File: src/rtl/car_gen_pkg.sv
// Shared types, a/b phase patterns and helpers for the car sensor waveform generator.
// Pattern bit order is {a, b}, with 1 meaning the sensor is blocked.
package car_gen_pkg;

  typedef enum logic [1:0] {
    IDLE = 2'd0,
    P1   = 2'd1,
    P2   = 2'd2,
    P3   = 2'd3
  } state_t;

  localparam logic DIR_ENTER = 1'b0;
  localparam logic DIR_EXIT  = 1'b1;

  localparam logic [1:0] ENTER_P1 = 2'b10;
  localparam logic [1:0] ENTER_P2 = 2'b11;
  localparam logic [1:0] ENTER_P3 = 2'b01;
  localparam logic [1:0] EXIT_P1  = 2'b01;
  localparam logic [1:0] EXIT_P2  = 2'b11;
  localparam logic [1:0] EXIT_P3  = 2'b10;

  // A bounce shows new/old/new, so it spans three cycles of a phase.
  localparam int BOUNCE_LEN   = 3;
  localparam int BOUNCE_MIN_N = 4;

  function automatic logic [1:0] phase_pat(input state_t s, input logic dir);
    logic [1:0] pat;
    case (s)
      P1:      pat = (dir == DIR_EXIT) ? EXIT_P1 : ENTER_P1;
      P2:      pat = (dir == DIR_EXIT) ? EXIT_P2 : ENTER_P2;
      P3:      pat = (dir == DIR_EXIT) ? EXIT_P3 : ENTER_P3;
      default: pat = 2'b00;
    endcase
    return pat;
  endfunction

  function automatic state_t prev_state(input state_t s);
    state_t p;
    case (s)
      P2:      p = P1;
      P3:      p = P2;
      default: p = IDLE;
    endcase
    return p;
  endfunction

endpackage

File: src/rtl/car_sensor_gen_if.sv
// Command and waveform bundle of the car sensor generator.
// master drives the passage request, slave produces the a/b waveform and status.
interface car_sensor_gen_if #(
  parameter int DWELL_W = 16,
  parameter int CNT_W   = 8
);
  logic               start;
  logic               dir;
  logic [DWELL_W-1:0] dwell;
  logic               a;
  logic               b;
  logic               busy;
  logic               done;
  logic [CNT_W-1:0]   pass_cnt;

  modport master (
    output start, dir, dwell,
    input  a, b, busy, done, pass_cnt
  );

  modport slave (
    input  start, dir, dwell,
    output a, b, busy, done, pass_cnt
  );
endinterface

File: src/rtl/car_phase_timer.sv
// Loadable down-counter timing one phase; expire is high on the last cycle of the phase.
// Loading N-1 on phase entry gives a phase of exactly N cycles.
module car_phase_timer #(
  parameter int W = 16
) (
  input  logic         clk,
  input  logic         rst,
  input  logic         load,
  input  logic [W-1:0] load_val,
  output logic         expire
);

  logic [W-1:0] cnt_q, cnt_d;

  always_comb begin
    cnt_d = cnt_q;
    if (load) begin
      cnt_d = load_val;
    end else if (cnt_q != '0) begin
      cnt_d = cnt_q - W'(1);
    end
  end

  always_ff @(posedge clk or posedge rst) begin
    if (rst) begin
      cnt_q <= '0;
    end else begin
      cnt_q <= cnt_d;
    end
  end

  assign expire = (cnt_q == '0);

endmodule

File: src/rtl/car_sensor_gen.sv
// Two-sensor passage waveform generator; done follows acceptance by 3N edges (3N+2 with bounce).
// start is ignored while busy; CAR_SENSOR_GEN_BOUNCE_EN adds a one-cycle glitch on each edge when N>=4.
module car_sensor_gen
  import car_gen_pkg::*;
#(
  parameter int DWELL_W = 16,
  parameter int CNT_W   = 8
) (
  input logic             clk,
  input logic             reset,
  car_sensor_gen_if.slave bus
);

`ifdef CAR_SENSOR_GEN_BOUNCE_EN
  localparam bit BOUNCE_EN = 1'b1;
`else
  localparam bit BOUNCE_EN = 1'b0;
`endif

  state_t             state_q, state_d;
  logic               tail_q, tail_d;
  logic               first_q, first_d;
  logic               bounce_q, bounce_d;
  logic               dir_q, dir_d;
  logic [DWELL_W-1:0] n_q, n_d;
  logic [1:0]         ab_q, ab_d;
  logic               busy_q, busy_d;
  logic               done_q, done_d;
  logic [CNT_W-1:0]   cnt_q, cnt_d;

  logic [DWELL_W-1:0] n_acc;
  logic               bounce_acc;
  logic               load;
  logic [DWELL_W-1:0] load_val;
  logic               expire;
  logic               finish;

  assign n_acc      = (bus.dwell == '0) ? DWELL_W'(1) : bus.dwell;
  assign bounce_acc = BOUNCE_EN && (n_acc >= DWELL_W'(BOUNCE_MIN_N));

  car_phase_timer #(.W(DWELL_W)) u_timer (
    .clk      (clk),
    .rst      (reset),
    .load     (load),
    .load_val (load_val),
    .expire   (expire)
  );

  always_ff @(posedge clk or posedge reset) begin
    if (reset) begin
      state_q  <= IDLE;
      tail_q   <= 1'b0;
      first_q  <= 1'b0;
      bounce_q <= 1'b0;
      dir_q    <= 1'b0;
      n_q      <= '0;
      ab_q     <= 2'b00;
      busy_q   <= 1'b0;
      done_q   <= 1'b0;
      cnt_q    <= '0;
    end else begin
      state_q  <= state_d;
      tail_q   <= tail_d;
      first_q  <= first_d;
      bounce_q <= bounce_d;
      dir_q    <= dir_d;
      n_q      <= n_d;
      ab_q     <= ab_d;
      busy_q   <= busy_d;
      done_q   <= done_d;
      cnt_q    <= cnt_d;
    end
  end

  // The bounced return to IDLE is a two-cycle tail kept inside P3 so done lands 2 edges later.
  always_comb begin
    state_d  = state_q;
    tail_d   = tail_q;
    dir_d    = dir_q;
    n_d      = n_q;
    bounce_d = bounce_q;
    load     = 1'b0;
    load_val = n_q - DWELL_W'(1);
    first_d  = 1'b0;
    finish   = 1'b0;
    case (state_q)
      IDLE: begin
        if (bus.start) begin
          state_d  = P1;
          dir_d    = bus.dir;
          n_d      = n_acc;
          bounce_d = bounce_acc;
          load     = 1'b1;
          load_val = n_acc - DWELL_W'(1);
          first_d  = 1'b1;
        end
      end
      P1: begin
        if (expire) begin
          state_d = P2;
          load    = 1'b1;
          first_d = 1'b1;
        end
      end
      P2: begin
        if (expire) begin
          state_d = P3;
          load    = 1'b1;
          first_d = 1'b1;
        end
      end
      P3: begin
        if (expire) begin
          if (bounce_q && !tail_q) begin
            tail_d   = 1'b1;
            load     = 1'b1;
            load_val = DWELL_W'(BOUNCE_LEN - 2);
            first_d  = 1'b1;
          end else begin
            state_d = IDLE;
            tail_d  = 1'b0;
            finish  = 1'b1;
          end
        end
      end
      default: state_d = IDLE;
    endcase
  end

  // Second cycle of a bounced phase briefly shows the previous pattern again.
  always_comb begin
    ab_d = tail_d ? 2'b00 : phase_pat(state_d, dir_d);
    if (bounce_q && first_q) begin
      ab_d = tail_q ? phase_pat(P3, dir_q) : phase_pat(prev_state(state_q), dir_q);
    end
    busy_d = (state_d != IDLE);
    done_d = finish;
    cnt_d  = cnt_q + CNT_W'(finish);
  end

  assign bus.a        = ab_q[1];
  assign bus.b        = ab_q[0];
  assign bus.busy     = busy_q;
  assign bus.done     = done_q;
  assign bus.pass_cnt = cnt_q;

endmodule

File: src/flat_wrapper.sv
// flat-port wrapper written by rule: the top's interface ports become plain ports
module car_sensor_gen_flat import car_gen_pkg::*;
#(
  parameter int DWELL_W = 16,
  parameter int CNT_W   = 8
)
  (clk, reset, bus_start, bus_dir, bus_dwell, bus_a, bus_b, bus_busy, bus_done, bus_pass_cnt);
  car_sensor_gen_if #(.DWELL_W(DWELL_W), .CNT_W(CNT_W)) bus_i ();
  input logic clk;
  input logic reset;
  input wire logic [$bits(bus_i.start)-1:0] bus_start;
  input wire logic [$bits(bus_i.dir)-1:0] bus_dir;
  input wire logic [$bits(bus_i.dwell)-1:0] bus_dwell;
  output wire logic [$bits(bus_i.a)-1:0] bus_a;
  output wire logic [$bits(bus_i.b)-1:0] bus_b;
  output wire logic [$bits(bus_i.busy)-1:0] bus_busy;
  output wire logic [$bits(bus_i.done)-1:0] bus_done;
  output wire logic [$bits(bus_i.pass_cnt)-1:0] bus_pass_cnt;
  assign bus_i.start = bus_start;
  assign bus_i.dir = bus_dir;
  assign bus_i.dwell = bus_dwell;
  assign bus_a = bus_i.a;
  assign bus_b = bus_i.b;
  assign bus_busy = bus_i.busy;
  assign bus_done = bus_i.done;
  assign bus_pass_cnt = bus_i.pass_cnt;
  car_sensor_gen #(.DWELL_W(DWELL_W), .CNT_W(CNT_W)) u_core (.clk(clk), .reset(reset), .bus(bus_i));
endmodule
File: config.mk
export PLATFORM = sky130hd
export DESIGN_NAME = car_sensor_gen_flat
export DESIGN_NICKNAME = d
export VERILOG_FILES = /design/src/rtl/car_gen_pkg.sv /design/src/rtl/car_sensor_gen_if.sv /design/src/rtl/car_phase_timer.sv /design/src/rtl/car_sensor_gen.sv /design/src/flat_wrapper.sv
export SDC_FILE = /design/constraint.sdc
export NUM_CORES = 1
export LEC_CHECK = 0
export ABC_AREA = 1
export BUFFER_PORTS_ARGS = -buffer_cell sky130_fd_sc_hd__buf_2
export CAP_MARGIN = 10
export CORE_ASPECT_RATIO = 0.6
export CORE_UTILIZATION = 35
export CTS_CLUSTER_SIZE = 30
export DETAILED_ROUTE_END_ITERATION = 8
export HOLD_SLACK_MARGIN = 0.02
export SYNTH_ARGS = -nofsm -noshare
export SYNTH_HDL_FRONTEND = slang
export SYNTH_SLANG_ARGS = --single-unit
export TNS_END_PERCENT = 5
File: constraint.sdc
create_clock -name clk -period 5.66 [get_ports clk]
set_clock_uncertainty 0.1 [all_clocks]
set_input_delay 0.283 -clock clk [delete_from_list [all_inputs] [get_ports clk]]
set_output_delay 0.283 -clock clk [all_outputs]
set_load 0.1 [all_outputs]
==> results of run 1 <==
routing by layer:
metal,vias to the layer above,GRT usage (%)
met5,-,0
met4,0,4.51
met1,1370,27.9
li1,1494,-
met2,86,23.8
met3,8,3.81
registers in the layout (all words and copies together) (netlist names):
register and flops:
u_core.tail_q 1, u_core.u_timer.cnt_q 16, u_core.ab_q 2, u_core.n_q 16, u_core.bus.pass_cnt 8, u_core.bus.done 1
u_core.bus.busy 1, u_core.state_q 2, u_core.dir_q 1
kinds of logic (layout without fill, tap and decap cells):
family                   count (synthesis)  in the layout
AND/OR/NAND/NOR                        208            208
AO/OA/AOI/OAI                           81             81
buffers and inverters                   73            106
flip-flops                              48             48
XOR/XNOR                                19             19
adder cells (fa/ha/maj)                 10             10
through the flow:
step                instances  power [mW]  util, %
floorplan                 439        1.20        -
global placement          575        1.36     39.9
detailed placement        575        1.38     39.9
CTS                       582        1.69     41.6
global route              584        1.82     41.9
finish                    584        1.68     41.9
cells in the mapped netlist (4+ instances only):
library cell | count | area [um^2]
nand2_1 | 84 | 315
inv_1 | 60 | 225
nor2_1 | 58 | 218
dfrtp_1 | 48 | 1200
o21ai_0 | 47 | 235
nand3_1 | 39 | 195
a21oi_1 | 21 | 105
xor2_1 | 14 | 123
ha_1 | 10 | 125
nand4_1 | 9 | 56.3
clkbuf_1 | 6 | 22.5
xnor2_1 | 5 | 43.8
nor3_1 | 4 | 20.0
worst max-delay path, delay by kind of cell (launching register included):
kind / cells / cell delay, ns
buffers and inverters: 2 / 0.17
AND/OR/NAND/NOR: 7 / 1.17
adder cells (fa/ha/maj): 3 / 0.61
XOR/XNOR: 1 / 0.16
flip-flops: 1 / 0.42
power by group through the flow:
stage,Clock [mW],Combinational (mW),Sequential (mW)
floorplan,0,0.575,0.629
global placement,0,0.776,0.584
detailed placement,0,0.789,0.586
CTS,0.316,0.794,0.581
global route,0.329,0.892,0.599
finish,0.304,0.795,0.585
layout make-up:
cell class | instances | area, um^2
clock inverters | 1 | 8.76
clock buffers | 6 | 139
flip-flops and latches | 48 | 1200
multi-input cells | 318 | 1700
well taps | 112 | 140
fillers | 913 | 5020
inverters | 65 | 250
repair buffers | 34 | 193
timing repair:
item                                    4_1_cts  5_1_grt
hold buffers                                  0        1
endpoints found under the setup margin        0        0
endpoints found under the hold margin         0        8
placed cells by master (no fill, tap or decap), types with 3 or more instances in the layout:
cell type / netlist / final
xor2_1: 14 / 14
nand2_1: 84 / 84
inv_2: 2 / 3
nand3_1: 39 / 39
xnor2_1: 5 / 5
nor2_1: 58 / 58
ha_1: 10 / 10
nand4_1: 9 / 9
clkbuf_16: 0 / 5
o21ai_0: 47 / 47
nor3_1: 4 / 4
dfrtp_1: 48 / 48
buf_2: 1 / 31
a21oi_1: 21 / 21
inv_1: 60 / 59
worst max-delay path by stage:
stage | depth (start not counted) | startpoint | end
floorplan | 13 | u_core.u_timer.cnt_q[0] | u_core.bus.pass_cnt[6]
global placement | 13 | u_core.u_timer.cnt_q[0] | u_core.bus.pass_cnt[6]
detailed placement | 13 | u_core.u_timer.cnt_q[0] | u_core.bus.pass_cnt[6]
CTS | 13 | u_core.u_timer.cnt_q[0] | u_core.bus.pass_cnt[6]
global route | 13 | u_core.u_timer.cnt_q[0] | u_core.bus.pass_cnt[6]
finish | 13 | u_core.u_timer.cnt_q[0] | u_core.bus.pass_cnt[6]
==> impl_results.md, run 1 <==
- Hold WS: around 0.17 ns
- Top_reg_cell synth: dfrtp_1
- Seq/Total Area, Yosys: 37.7%
- Setup TNS: 0 ns
- Final Cycle Share: 48.1%
- EDFF count, synth: 0
- Nets: 502
- Outcome: complete, no violations
- Clock power frac: 18.1%
- PortBufs: 31
- Final WL: 8060 um
- R2R Setup Slk: 2.94 ns
- Simple-gate area share of the yosys netlist: 30.1%
- Synth Area in XOR/XNOR: under 10%
- CTS H-Tree Depth: 2
- CP dominant cell by count: ha_1
- Post-Place Worst Slack: 2.94 ns
- Synthesized net count: 469
- Initial Util: 36.8%
- Chip width: 125 um
- Critical Path Max Stage Delay: roughly 0.42 ns
- Multiplexer share of the synthesized area: 0%
- Number of top-level pins: 32
- Post-DR vias/cell: ~5
- Crit Path Class: flop to flop
- RePlAce Congestion: 0.825
- Max Used Layer: met4
- Initial antenna violation count: 0
- Placed Area: 0.00345 mm^2
- CP max stage cell: dfrtp_1
- Total GRT Usage: 17.7%
- DRT antenna net count: 0
- Hold path depth: 3
- Layout overhead on the synthesized area: 13.9%
- Num Clock Sinks: 48
- Die ar.: 0.00950 mm^2
- First-pass GRT wire length: 13200 um
- DRT met1 WL: 4310 um
- Final Hold Fails: 0
- Critical Path Start Type: flop
- P_leak: 1.77 nW
- Max-Cap Viols: 0
- Worst path arrival time: between 2 and 3 ns
- Worst R2R Start: u_core.u_timer.cnt_q[0]
- Combinational fraction of design power: 47.2%
- Hold Path Class: input port to flop
- Setup Viol. Count Final: 0
- TritonCTS clock tree: built
- Vias in the first global route: 2615
- Synthesized cell area: ~0.0032 mm^2
- Pre-antenna DRT Iters: 7
- Unrepaired setup endpoints after global routing: false
- Clock-pin slew on the worst setup and hold paths: 0.07 ns
- CP Capture Type: flop
- Critical path peak fanout: 10
- Critical path, cell by cell: inv_1 -> ha_1 -> nand3_4 -> nor3_4 -> nand3_2 -> clkinv_2 -> nand3_4 -> nor2_1 -> ha_1 -> ha_1 -> nand3_1 -> nor3_1 -> xor2_1
- Hold Path End: u_core.n_q[5]
- Antenna diodes: 0
- Number of gates resized after CTS: 0
- Tmin final: 2.72 ns
- R2R Path End: u_core.bus.pass_cnt[6]
- Largest net degree at the start of global routing: 49
- Vias after detailed routing: 2958
- Sw Ratio: 45.9%
- Synthesized instance count: 439
- Worst Max-Slew Pin Slew: 0.682 ns
- Synthesis Warnings: 0
- Post-route cell area: 0.00363 mm^2
- FMAX: roughly 0.37 GHz
- Synthesized flop and latch total: 48
- Num CTS Buffers: 5
- Max clock buf depth: 2
- Met3 wire length: 461 um
- Post-synthesis compound-gate area fraction: roughly 14%
- Async set-or-reset flop fraction in the synthesized netlist: 100%
- DR WL/cell: 13.8 um
- R2R depth: 13
- Core Area: 0.00865 mm^2
- Worst VDD drop: between 0.15 and 0.2 mV
- GRT Residual Overflow: 0
- DRC viols: 0
- DRT iter0 DRCs: just over 300
- Final Slew Violations: 0
- Req. time, crit path: 5.78 ns
- Power Density: 464 mW/mm^2
- Int Pwr: 0.911 mW
- WL met2: 3230 um
- PnR worst setup slack: 2.94 ns
- Layout cells sized above 1: 12.9%
- Switching power: 0.772 mW
- Setup bufs post-CTS: 0
- Rows: 26
- Worst skew pair latency: roughly 0.29 ns
- Adder-cell share of the synthesized area: 3.93%
- Post-DP HPWL: 6120 um
- Distinct cells, synth: 38
- Die Ht: between 70 and 80 um
- Sequential Power Share: a little over a third
- Root buf cell: clkbuf_16
- Largest family of logic cells by synthesized area: simple AND/OR/NAND/NOR gates
- Avg Inst Size Synth: 7.26 um^2
- Worst hold start: bus_dwell[5]
- Relative slew slack: 54.5%
(Power assumes the default switching activity.)
==> run 2: changes to the inputs <==
==> constraint.sdc (replaced) <==
create_clock -name clk -period 2.35 [get_ports clk]
set_clock_uncertainty 0.1 [all_clocks]
set_input_delay 0.1175 -clock clk [delete_from_list [all_inputs] [get_ports clk]]
set_output_delay 0.1175 -clock clk [all_outputs]
set_load 0.1 [all_outputs]
==> run 2 against run 1 <==
Compared with the run above: routed wire length is 1.3% higher; flip-flop and latch count did not move; via count is 2.2% higher; clock power grew 140%; cell count increased by 3.3%; core utilization rose by 2.8 points; critical endpoint unchanged.
==> impl_results.md, run 2 (synthesis results as in run 1) <==
- TritonCTS clock tree: built
- Layout overhead on the synthesized area: 21.4%
- Outcome: complete, no violations
- Nets: 520
- Max clock buf depth: 2
- Worst skew pair latency: 0.30 ns
- PortBufs: 31
- CP Capture Type: flop
- RePlAce Congestion: 0.889
- Final Hold Fails: 0
- Hold Path Class: input port to flop
- Placed Instances: 584
- WL met2: around 3300 um
- CP dominant cell by count: ha_4
- FMAX: around 0.45 GHz
- Final WL: 8160 um
- Most common cell after layout, fill and taps aside: nand2_1
- Buf+Inv Stages, Crit Path: 2
- Layout cells sized above 1: 18.3%
- Antenna diodes: 0
- Die Ht: between 70 and 80 um
- Critical Path Max Stage Delay: 0.39 ns
- Worst VDD drop: 0.361 mV
- Initial Util: 36.8%
- Req. time, crit path: 2.47 ns
- Worst Max-Slew Pin Slew: 0.578 ns
- Final Slew Violations: 0
- Fin cells: 603
- DR WL/cell: 13.5 um
- Initial antenna violation count: 0
- Cell family with most CP delay: simple AND/OR/NAND/NOR gates
- Final Cycle Share: a little over nine tenths
- Critical path peak fanout: 4
- P_leak: 1.86 nW
- DRT antenna net count: 0
- Max Used Layer: met4
- First-pass GRT wire length: 13100 um
- Clock-pin slew on the worst setup and hold paths: 0.06 ns
- Setup TNS: 0 ns
- Critical path, cell by cell: inv_2 -> ha_4 -> nand3_4 -> nor3_4 -> nand3_2 -> clkinv_2 -> nand3_4 -> nor2_4 -> ha_4 -> ha_4 -> nand3_2 -> nor3_2 -> xor2_1
- Num Clock Sinks: 48
- Largest net degree at the start of global routing: 41
- Final core utilization: between 40% and 50%
- DRC viols: 0
- Die ar.: 0.00950 mm^2
- Rows: 26
- Setup Viol. Count Final: 0
- Met3 wire length: 459 um
- Number of top-level pins: 32
- Crit Path Class: flop to flop
- Most frequent cells in the layout: nand2_1, inv_1, nor2_1
- Total GRT Usage: 17.5%
- DRT iter0 DRCs: 220
- Power Density: 1090 mW/mm^2
- CTS H-Tree Depth: 2
- Tmin final: 2.20 ns
- CP max stage cell: dfrtp_1
- Pre-antenna DRT Iters: 7
- R2R Setup Slk: 0.15 ns
- Vias after detailed routing: 3024
- Post-DP HPWL: 6290 um
- Chip width: between 100 and 150 um
- Placed Area: 0.00355 mm^2
- GRT Residual Overflow: 0
- Num CTS Buffers: 5
- Critical Path Start Type: flop
- Unrepaired setup endpoints after global routing: false
- Root buf cell: clkbuf_16
- Post-route cell area: just under 0.004 mm^2
- Post-DR vias/cell: around 5.0
- Max-Cap Viols: 0
- Worst path arrival time: 2.32 ns
- Vias in the first global route: 2697
- DRT met1 WL: between 4000 and 5000 um
- Core Area: 0.00865 mm^2
- Relative slew slack: 61.4%
[run 2: cell types whose count changed in the layout (fill, tap and decap cells not counted), moves of 3 or more]
cell,before,now
inv_1,59,56
nor2_1,58,54
inv_2,3,6
dlygate4sd3_1,1,7
ha_4,0,3
ha_1,10,7
nor2_2,1,4
buf_4,1,12
[run 2: final timing paths]
path / from / end / cells after the start
setup / recovery: u_core.u_timer.cnt_q[1] / u_core.bus.pass_cnt[6] / 13
hold / removal: bus_dir / u_core.dir_q / 3
setup reg to reg: u_core.u_timer.cnt_q[1] / u_core.bus.pass_cnt[6] / 13
hold reg to reg: u_core.bus.pass_cnt[7] / u_core.bus.pass_cnt[7] / 1
max in group asynchronous: reset / u_core.ab_q[1] / 4
min in group asynchronous: reset / u_core.n_q[2] / 3
[run 2: report_power, final]
group | internal [mW] | switching, mW | leakage (nW)
Combinational | 0.743 | 1.33 | 1.18
Sequential | 1.14 | 0.254 | 0.601
Clock | 0.420 | 0.322 | 0.0766
Total | 2.31 | 1.90 | 1.86
[run 2: through the flow]
stage          total power, mW  hold slack (ns)  setup slack [ns]
6_report                  4.21           0.0281             0.148
3_5_place_dp              3.38            0.111            0.0372
4_1_cts                   4.15           0.0253           0.00639
3_3_place_gp              3.36           0.0933             0.139
5_1_grt                   4.55           0.0450           0.00230
2_1_floorplan             2.90            0.138           -0.0313
[run 2: cell type report]
cell class	instances	area (um^2)
fill	859	4780
multi-input combinational	318	1770
sequential	48	1200
timing repair buffer	52	355
inverter	65	250
tap	112	140
clock buffer	6	139
clock inverter	2	10.0
[run 2: routing by layer]
layer,global-route usage (%),vias to the layer above
met5,0,-
met4,3.29,0
met3,5.23,5
met2,24.0,66
met1,26.8,1422
li1,-,1531
[run 2: timing repair]
action,CTS,global route
setup endpoints to repair,0,9
buffers inserted,0,4
gates resized for setup,0,17
hold buffers,7,0
hold endpoints to repair,28,0
[run 2: worst register-to-register path: stages, from the launching register on]
cell	delay (ns)
dfrtp_1	0.39
inv_2	0.09
ha_4	0.16
nand3_4	0.12
nor3_4	0.21
nand3_2	0.13
clkinv_2	0.07
nand3_4	0.07
nor2_4	0.12
ha_4	0.15
ha_4	0.13
nand3_2	0.08
nor3_2	0.18
xor2_1	0.15
